**src/rtl/instruction_decoder.sv**
```systemverilog
// ============================================================================
// instruction_decoder: pops prefetch bytes and presents one decoded instruction
// Revision: 1.0
// ============================================================================
`default_nettype none

module instruction_decoder (
  input  logic        clk,
  input  logic        reset,
  input  logic        flush,
  input  logic        queue_valid,
  input  logic [7:0]  queue_byte,
  output logic        queue_pop,
  output logic        decode_valid,
  input  logic        accept,
  output logic [7:0]  opcode,
  output logic        word,
  output logic [3:0]  src_operand,
  output logic [3:0]  dst_operand,
  output logic [1:0]  mod,
  output logic [2:0]  rm,
  output logic [15:0] imm,
  output logic        imm_size,
  output logic [15:0] disp,
  output logic        disp_size,
  output logic [3:0]  ea_base_reg,
  output logic [3:0]  ea_index_reg,
  output logic [1:0]  ea_segment_reg,
  output logic [3:0]  length
);

  typedef enum logic [2:0] {
    S_OPCODE  = 3'd0,
    S_MODRM   = 3'd1,
    S_DISP_LO = 3'd2,
    S_DISP_HI = 3'd3,
    S_IMM_LO  = 3'd4,
    S_IMM_HI  = 3'd5,
    S_VALID   = 3'd6
  } state_t;

  localparam logic [3:0] OPND_MEM  = 4'b1000;
  localparam logic [3:0] OPND_IMM  = 4'b1001;
  localparam logic [3:0] OPND_NONE = 4'b1111;
  localparam logic [3:0] REG_NONE  = 4'b1000;
  localparam logic [3:0] REG_BW    = 4'd3;
  localparam logic [3:0] REG_BP    = 4'd5;
  localparam logic [3:0] REG_IX    = 4'd6;
  localparam logic [3:0] REG_IY    = 4'd7;

  state_t state, state_next;

  logic       ovr_valid;
  logic [1:0] ovr_seg;
  logic       has_imm;

  // Opcode classification of the byte currently offered by the queue
  logic is_prefix, is_alu_rm, is_mov_rm, is_alu_imm, is_mov_imm, is_grp_imm, op_modrm;
  assign is_prefix  = (queue_byte[7:5] == 3'b001) && (queue_byte[2:0] == 3'b110);
  assign is_alu_rm  = (queue_byte[7:6] == 2'b00) && !queue_byte[2];
  assign is_mov_rm  = (queue_byte[7:2] == 6'b100010);
  assign is_alu_imm = (queue_byte[7:6] == 2'b00) && (queue_byte[2:1] == 2'b10);
  assign is_mov_imm = (queue_byte[7:4] == 4'hB);
  assign is_grp_imm = (queue_byte[7:1] == 7'b1100011) || (queue_byte[7:2] == 6'b100000);
  assign op_modrm   = is_alu_rm || is_mov_rm || is_grp_imm;

  // ModRM interpretation of the same byte
  logic [1:0] m_mod;
  logic [2:0] m_rm;
  logic [3:0] m_reg, m_rmop, m_base, m_index;
  logic [1:0] m_seg;
  logic       m_mem, m_direct, m_disp_any, m_disp_wide;
  assign m_mod       = queue_byte[7:6];
  assign m_rm        = queue_byte[2:0];
  assign m_reg       = {1'b0, queue_byte[5:3]};
  assign m_mem       = (m_mod != 2'b11);
  assign m_direct    = (m_mod == 2'b00) && (m_rm == 3'b110);
  assign m_rmop      = m_mem ? OPND_MEM : {1'b0, m_rm};
  assign m_disp_any  = (m_mod == 2'b01) || (m_mod == 2'b10) || m_direct;
  assign m_disp_wide = (m_mod == 2'b10) || m_direct;

  always_comb begin
    m_base  = REG_NONE;
    m_index = REG_NONE;
    if (m_mem && !m_direct) begin
      case (m_rm)
        3'b000:  begin m_base = REG_BW; m_index = REG_IX; end
        3'b001:  begin m_base = REG_BW; m_index = REG_IY; end
        3'b010:  begin m_base = REG_BP; m_index = REG_IX; end
        3'b011:  begin m_base = REG_BP; m_index = REG_IY; end
        3'b100:  m_index = REG_IX;
        3'b101:  m_index = REG_IY;
        3'b110:  m_base = REG_BP;
        default: m_base = REG_BW;
      endcase
    end
  end

  assign m_seg = ovr_valid ? ovr_seg : ((m_base == REG_BP) ? 2'd2 : 2'd3);

  logic [3:0] length_inc;
  assign length_inc   = (length == 4'hF) ? 4'hF : length + 4'd1;
  assign decode_valid = (state == S_VALID);

  always_comb begin
    state_next = state;
    queue_pop  = queue_valid && !flush && (state != S_VALID);
    case (state)
      S_OPCODE: if (queue_pop && !is_prefix) begin
        if (op_modrm)                      state_next = S_MODRM;
        else if (is_alu_imm || is_mov_imm) state_next = S_IMM_LO;
        else                               state_next = S_VALID;
      end
      S_MODRM: if (queue_pop) begin
        if (m_disp_any)   state_next = S_DISP_LO;
        else if (has_imm) state_next = S_IMM_LO;
        else              state_next = S_VALID;
      end
      S_DISP_LO: if (queue_pop) begin
        if (disp_size)    state_next = S_DISP_HI;
        else if (has_imm) state_next = S_IMM_LO;
        else              state_next = S_VALID;
      end
      S_DISP_HI: if (queue_pop) state_next = has_imm ? S_IMM_LO : S_VALID;
      S_IMM_LO:  if (queue_pop) state_next = imm_size ? S_IMM_HI : S_VALID;
      S_IMM_HI:  if (queue_pop) state_next = S_VALID;
      S_VALID:   if (accept) state_next = S_OPCODE;
      default:   state_next = S_OPCODE;
    endcase
    if (flush) state_next = S_OPCODE;
  end

  always_ff @(posedge clk) begin
    if (reset) state <= S_OPCODE;
    else       state <= state_next;
  end

  always_ff @(posedge clk) begin
    if (reset || flush) begin
      ovr_valid      <= 1'b0;
      ovr_seg        <= 2'd0;
      has_imm        <= 1'b0;
      length         <= 4'd0;
      opcode         <= 8'h00;
      word           <= 1'b0;
      src_operand    <= OPND_NONE;
      dst_operand    <= OPND_NONE;
      mod            <= 2'd0;
      rm             <= 3'd0;
      imm            <= 16'h0000;
      imm_size       <= 1'b0;
      disp           <= 16'h0000;
      disp_size      <= 1'b0;
      ea_base_reg    <= REG_NONE;
      ea_index_reg   <= REG_NONE;
      ea_segment_reg <= 2'd3;
    end else begin
      case (state)
        S_OPCODE: if (queue_pop) begin
          length <= length_inc;
          if (is_prefix) begin
            ovr_valid <= 1'b1;
            ovr_seg   <= queue_byte[4:3];
          end else begin
            // Fresh instruction: every field restarts from its idle value
            opcode         <= queue_byte;
            word           <= is_mov_imm ? queue_byte[3] : queue_byte[0];
            src_operand    <= OPND_NONE;
            dst_operand    <= OPND_NONE;
            mod            <= 2'd0;
            rm             <= 3'd0;
            imm            <= 16'h0000;
            imm_size       <= 1'b0;
            disp           <= 16'h0000;
            disp_size      <= 1'b0;
            ea_base_reg    <= REG_NONE;
            ea_index_reg   <= REG_NONE;
            ea_segment_reg <= ovr_valid ? ovr_seg : 2'd3;
            has_imm        <= is_alu_imm || is_mov_imm || is_grp_imm;
            if (is_alu_imm) begin
              src_operand <= OPND_IMM;
              dst_operand <= 4'b0000;
              imm_size    <= queue_byte[0];
            end else if (is_mov_imm) begin
              src_operand <= OPND_IMM;
              dst_operand <= {1'b0, queue_byte[2:0]};
              imm_size    <= queue_byte[3];
            end else if (is_grp_imm) begin
              imm_size <= (queue_byte == 8'hC7) || (queue_byte == 8'h81);
            end
          end
        end
        S_MODRM: if (queue_pop) begin
          length         <= length_inc;
          mod            <= m_mod;
          rm             <= m_rm;
          disp_size      <= m_disp_wide;
          ea_base_reg    <= m_base;
          ea_index_reg   <= m_index;
          ea_segment_reg <= m_seg;
          // Immediate forms always write r/m; otherwise opcode bit 1 picks direction
          if (has_imm) begin
            src_operand <= OPND_IMM;
            dst_operand <= m_rmop;
          end else if (opcode[1]) begin
            src_operand <= m_rmop;
            dst_operand <= m_reg;
          end else begin
            src_operand <= m_reg;
            dst_operand <= m_rmop;
          end
        end
        S_DISP_LO: if (queue_pop) begin
          length     <= length_inc;
          disp[7:0]  <= queue_byte;
        end
        S_DISP_HI: if (queue_pop) begin
          length     <= length_inc;
          disp[15:8] <= queue_byte;
        end
        S_IMM_LO: if (queue_pop) begin
          length    <= length_inc;
          imm[7:0]  <= queue_byte;
        end
        S_IMM_HI: if (queue_pop) begin
          length    <= length_inc;
          imm[15:8] <= queue_byte;
        end
        S_VALID: if (accept) begin
          ovr_valid <= 1'b0;
          length    <= 4'd0;
        end
        default: ;
      endcase
    end
  end

endmodule

`default_nettype wire

```
**config.mk**
```make
export PLATFORM = sky130hd
export DESIGN_NAME = instruction_decoder
export DESIGN_NICKNAME = d
export VERILOG_FILES = /design/src/rtl/instruction_decoder.sv
export SDC_FILE = /design/constraint.sdc
export NUM_CORES = 1
export LEC_CHECK = 0
export ABC_CLOCK_PERIOD_IN_PS = 2900
export CELL_PAD_IN_SITES_DETAIL_PLACEMENT = 0
export CELL_PAD_IN_SITES_GLOBAL_PLACEMENT = 1
export CORE_ASPECT_RATIO = 2
export CORE_MARGIN = 10
export CORE_UTILIZATION = 36
export DETAILED_ROUTE_END_ITERATION = 7
export PLACE_DENSITY = 0.78
export SLEW_MARGIN = 15
export SYNTH_ARGS = -nofsm -noshare
export SYNTH_HDL_FRONTEND = slang
export SYNTH_SLANG_ARGS = --single-unit
```
**constraint.sdc**
```tcl
create_clock -name clk -period 2.9 [get_ports clk]
set_input_delay 0.87 -clock clk [delete_from_list [all_inputs] [get_ports clk]]
set_output_delay 0.87 -clock clk [all_outputs]
set_load 0.01 [all_outputs]
```
==> impl_metrics.py, run 1 <==
metrics = {
    "cts": {
        "htreeDepth": 3,
        "numCtsBuffers": 9,
        "cts_setup_buffers": 0,
        "clkTransAtPathRegs_ps": 50,
        "clockBufferDepth": 2,
        "cts.hold.buffers_added": 0,
        "clock-sinks": 76,
        "insertion_delay_ps": 340,
        "cts_resized": 3,
        "tritoncts": "built",
        "ctsRootBufferMaster": "clkbuf_16",
    },
    "placement": {
        "finalWeightedCongestion": 0.9025,
        "dp_hpwl_microns": 8937,
        "place_ws_ps": -299.9,
        "port_buffers": 84,
    },
    "hold_path": {
        "min_path_type": "flop to flop",
        "worst_hold_path.endpoint": "ea_base_reg[2]",
        "whs_path_depth": 2,
        "min-delay-start": "ea_base_reg[2]",
    },
    "yosys": {
        "yosysMostFrequentCell": "dfxtp_1",
        "netlist_area_sq_um": 3583,
        "synthTopCellsByArea": "dfxtp_1 (42%), a21oi_1 (7.1%), nand2_1 (6.2%)",
        "synth_largest_area_cell": "dfxtp_1",
        "synth_seq_cells": 76,
        "synth-async-reset-ratio": 0,
        "synth.distinct_cells": 60,
        "ys_seq_area_frac": 0.4246,
        "synth_top_area_frac": 0.4246,
        "syn-instance-count": 438,
        "synth-warning-count": 0,
        "synth.avg_cell_area_sq_um": 8.181,
        "synth_commonest_cells": "dfxtp_1 (76), nand2_1 (59), a21oi_1 (51)",
        "synth_ff_type": "dfxtp_1",
        "synth_edf_count": 0,
        "syn-num-nets": 456,
    },
    "worst_setup_path": {
        "start_kind": "input port",
        "path_class": "input port to primary output",
        "regToRegStartpoint": "state[2]",
        "rr_endpoint": "ea_base_reg[2]",
        "rr_worst_depth": 6,
        "startpoint": "queue_valid",
        "path_max_fanout": 2,
        "critPathRequiredTime_ps": 2030,
        "r2r_setup_slack_ps": 1040,
        "cp-end-kind": "primary output",
        "worstPathArrival_ps": 1960,
    },
    "floorplanning": {
        "die_y_microns": 161.1,
        "core_sq_um": 9763,
        "die_width_microns": 90.55,
        "dieArea_sq_um": 14590,
        "num_io_pins": 85,
        "num_rows": 51,
        "start_util": 0.3670,
    },
    "global_route": {
        "grt_start_max_net_pins": 32,
        "groute.usage.overall": 0.1582,
        "overflow": 0,
        "grt_pass1_vias": 3512,
        "antenna_found_initial": 0,
        "grt_pass1_wl_microns": 18440,
    },
    "drt": {
        "drtAntennaViolNets": 0,
        "dr_wl_met2_microns": 6580,
        "initialDrtViolationCount": 210,
        "drt_wl_total_microns": 11660,
        "dr.max_layer_used": "met4",
        "drt-pass1-iter-count": 4,
        "avgViaCountPerCell": 5.231,
        "wl_per_cell_microns": 17.45,
        "num_vias": 3494,
        "drc": 0,
        "dr_wl_met3_microns": 529,
        "m1WireLength_microns": 4181,
    },
    "power_and_ir_drop": {
        "switchingPower_mw": 0.5950,
        "ir_drop_v": 0.0002848,
        "swShare": 0.2361,
        "pwr-share-comb": 0.096,
        "power.density_nw_per_um2": 508.0,
        "p_clk_frac": 0.485,
        "internal_power_mw": 1.925,
        "leakage_nw": 1.765,
        "sequentialPowerShare": 0.420,
    },
    "final_layout": {
        "finish.utilization": 0.5081,
        "nNetsFinal": 549,
        "n_fill_cell": 991,
        "top_regs": "disp (16), imm (16), opcode (8)",
        "layout-drive-gt1-share": 0.1343,
        "syn_to_final_growth_pct": 38.44,
        "num_antenna_cells": 0,
    },
    "sta": {
        "skew_ps": 4.028,
        "finalMaxSlewViolations": 0,
        "worst_slew_pin_slew_ps": 655.0,
        "slew_headroom": 0.5634,
        "period_share": 0.9751,
        "post-route-min-period_ps": 2828,
        "hold_viol": 0,
        "rsz0062_at_grt": "false",
        "worst_slack_ps": 72.35,
        "finalSetupViolCount": 0,
        "finalSetupTns_ps": 0,
        "max_freq_mhz": 353.7,
        "whs_ps": 454.8,
    },
    "job": {
        "cap_violations": 0,
    },
    "run_status": {
        "run_status": "finished clean",
    },
}
kinds of logic after synthesis:
kind of cell	after synthesis	synth area share
adders and majority gates	5	0.01746
DFF	76	0.4246
and+or+nand+nor	191	0.2661
buffers and inverters	50	0.07926
AOI/OAI and AO/OA	109	0.1927
muxes	7	0.01990
stage by stage:
stage / total power, mW / cells / instance area [sq um]
CTS: 2.534 / 668 / 4959
finish: 2.520 / 668 / 4961
global route: 2.602 / 668 / 4961
floorplan: 1.224 / 438 / 3583
global placement: 1.320 / 652 / 4632
detailed placement: 1.320 / 652 / 4632
per-layer routing:
layer,vias to the layer above,track usage
met1,1652,0.1457
met4,0,0.07496
li1,1722,-
met3,25,0.04225
met5,-,0
met2,95,0.3075
worst max-delay path: stages:
cell and delay (ps):
clkdlybuf4s50_1 470, or2b_1 260, nor2_2 120, clkdlybuf4s15_2 240
layout make-up:
class	instances	area [sq um]	area share
multi-input cells	312	1780	0.3589
flip-flops and latches	76	1521	0.3067
repair buffers	123	1135	0.2288
clock buffers	10	239.0	0.04817
well taps	132	165.2	0.03329
clock inverters	6	86.33	0.01740
inverters	9	33.78	0.006810
how the worst max path moves through the flow:
stage                     slack, ps   endpoint
after global placement         -230  queue_pop
final                            70  queue_pop
after detailed placement       -300  queue_pop
after global routing             20  queue_pop
after CTS                         7  queue_pop
after floorplan                 540   state[2]
power groups by stage:
| stage | logic, mW | registers, mW | clock network, mW |
|---|---|---|---|
| final | 0.241 | 1.06 | 1.22 |
| after global routing | 0.262 | 1.06 | 1.28 |
| after CTS | 0.241 | 1.06 | 1.24 |
| after detailed placement | 0.240 | 1.08 | 0 |
| after global placement | 0.240 | 1.08 | 0 |
| after floorplan | 0.142 | 1.08 | 0 |
cell usage in the layout (no fill, tap or decap), types with 2 or more instances in the layout:
cell type / instances
clkinv_2: 2
nor2b_1: 5
ha_1: 5
a211oi_1: 5
buf_4: 39
inv_1: 9
dfxtp_1: 76
bufinv_16: 2
nand4_1: 11
nor2_1: 41
and3b_1: 3
or3_1: 2
nor2_4: 2
clkbuf_16: 9
nor3_1: 10
and3_1: 6
o211ai_1: 5
o21ai_1: 11
o211ai_4: 2
a22oi_1: 9
mux2i_1: 6
a31oi_1: 5
and2_1: 3
nand3_1: 29
nand2b_1: 4
nand2_1: 59
clkdlybuf4s50_1: 83
nand3b_1: 2
o21ai_0: 7
a21oi_1: 51
Note: power is estimated with default switching activity, not from simulation.
==> inputs of run 2 (changes only) <==
--- a/config.mk
+++ b/config.mk
@@ -5,7 +5,6 @@
 export SDC_FILE = /design/constraint.sdc
 export NUM_CORES = 1
 export LEC_CHECK = 0
-export ABC_CLOCK_PERIOD_IN_PS = 2900
 export CELL_PAD_IN_SITES_DETAIL_PLACEMENT = 0
 export CELL_PAD_IN_SITES_GLOBAL_PLACEMENT = 1
 export CORE_ASPECT_RATIO = 2
==> results of run 2 <==
The final DEF is identical to that of run 1; final timing and power are the same.
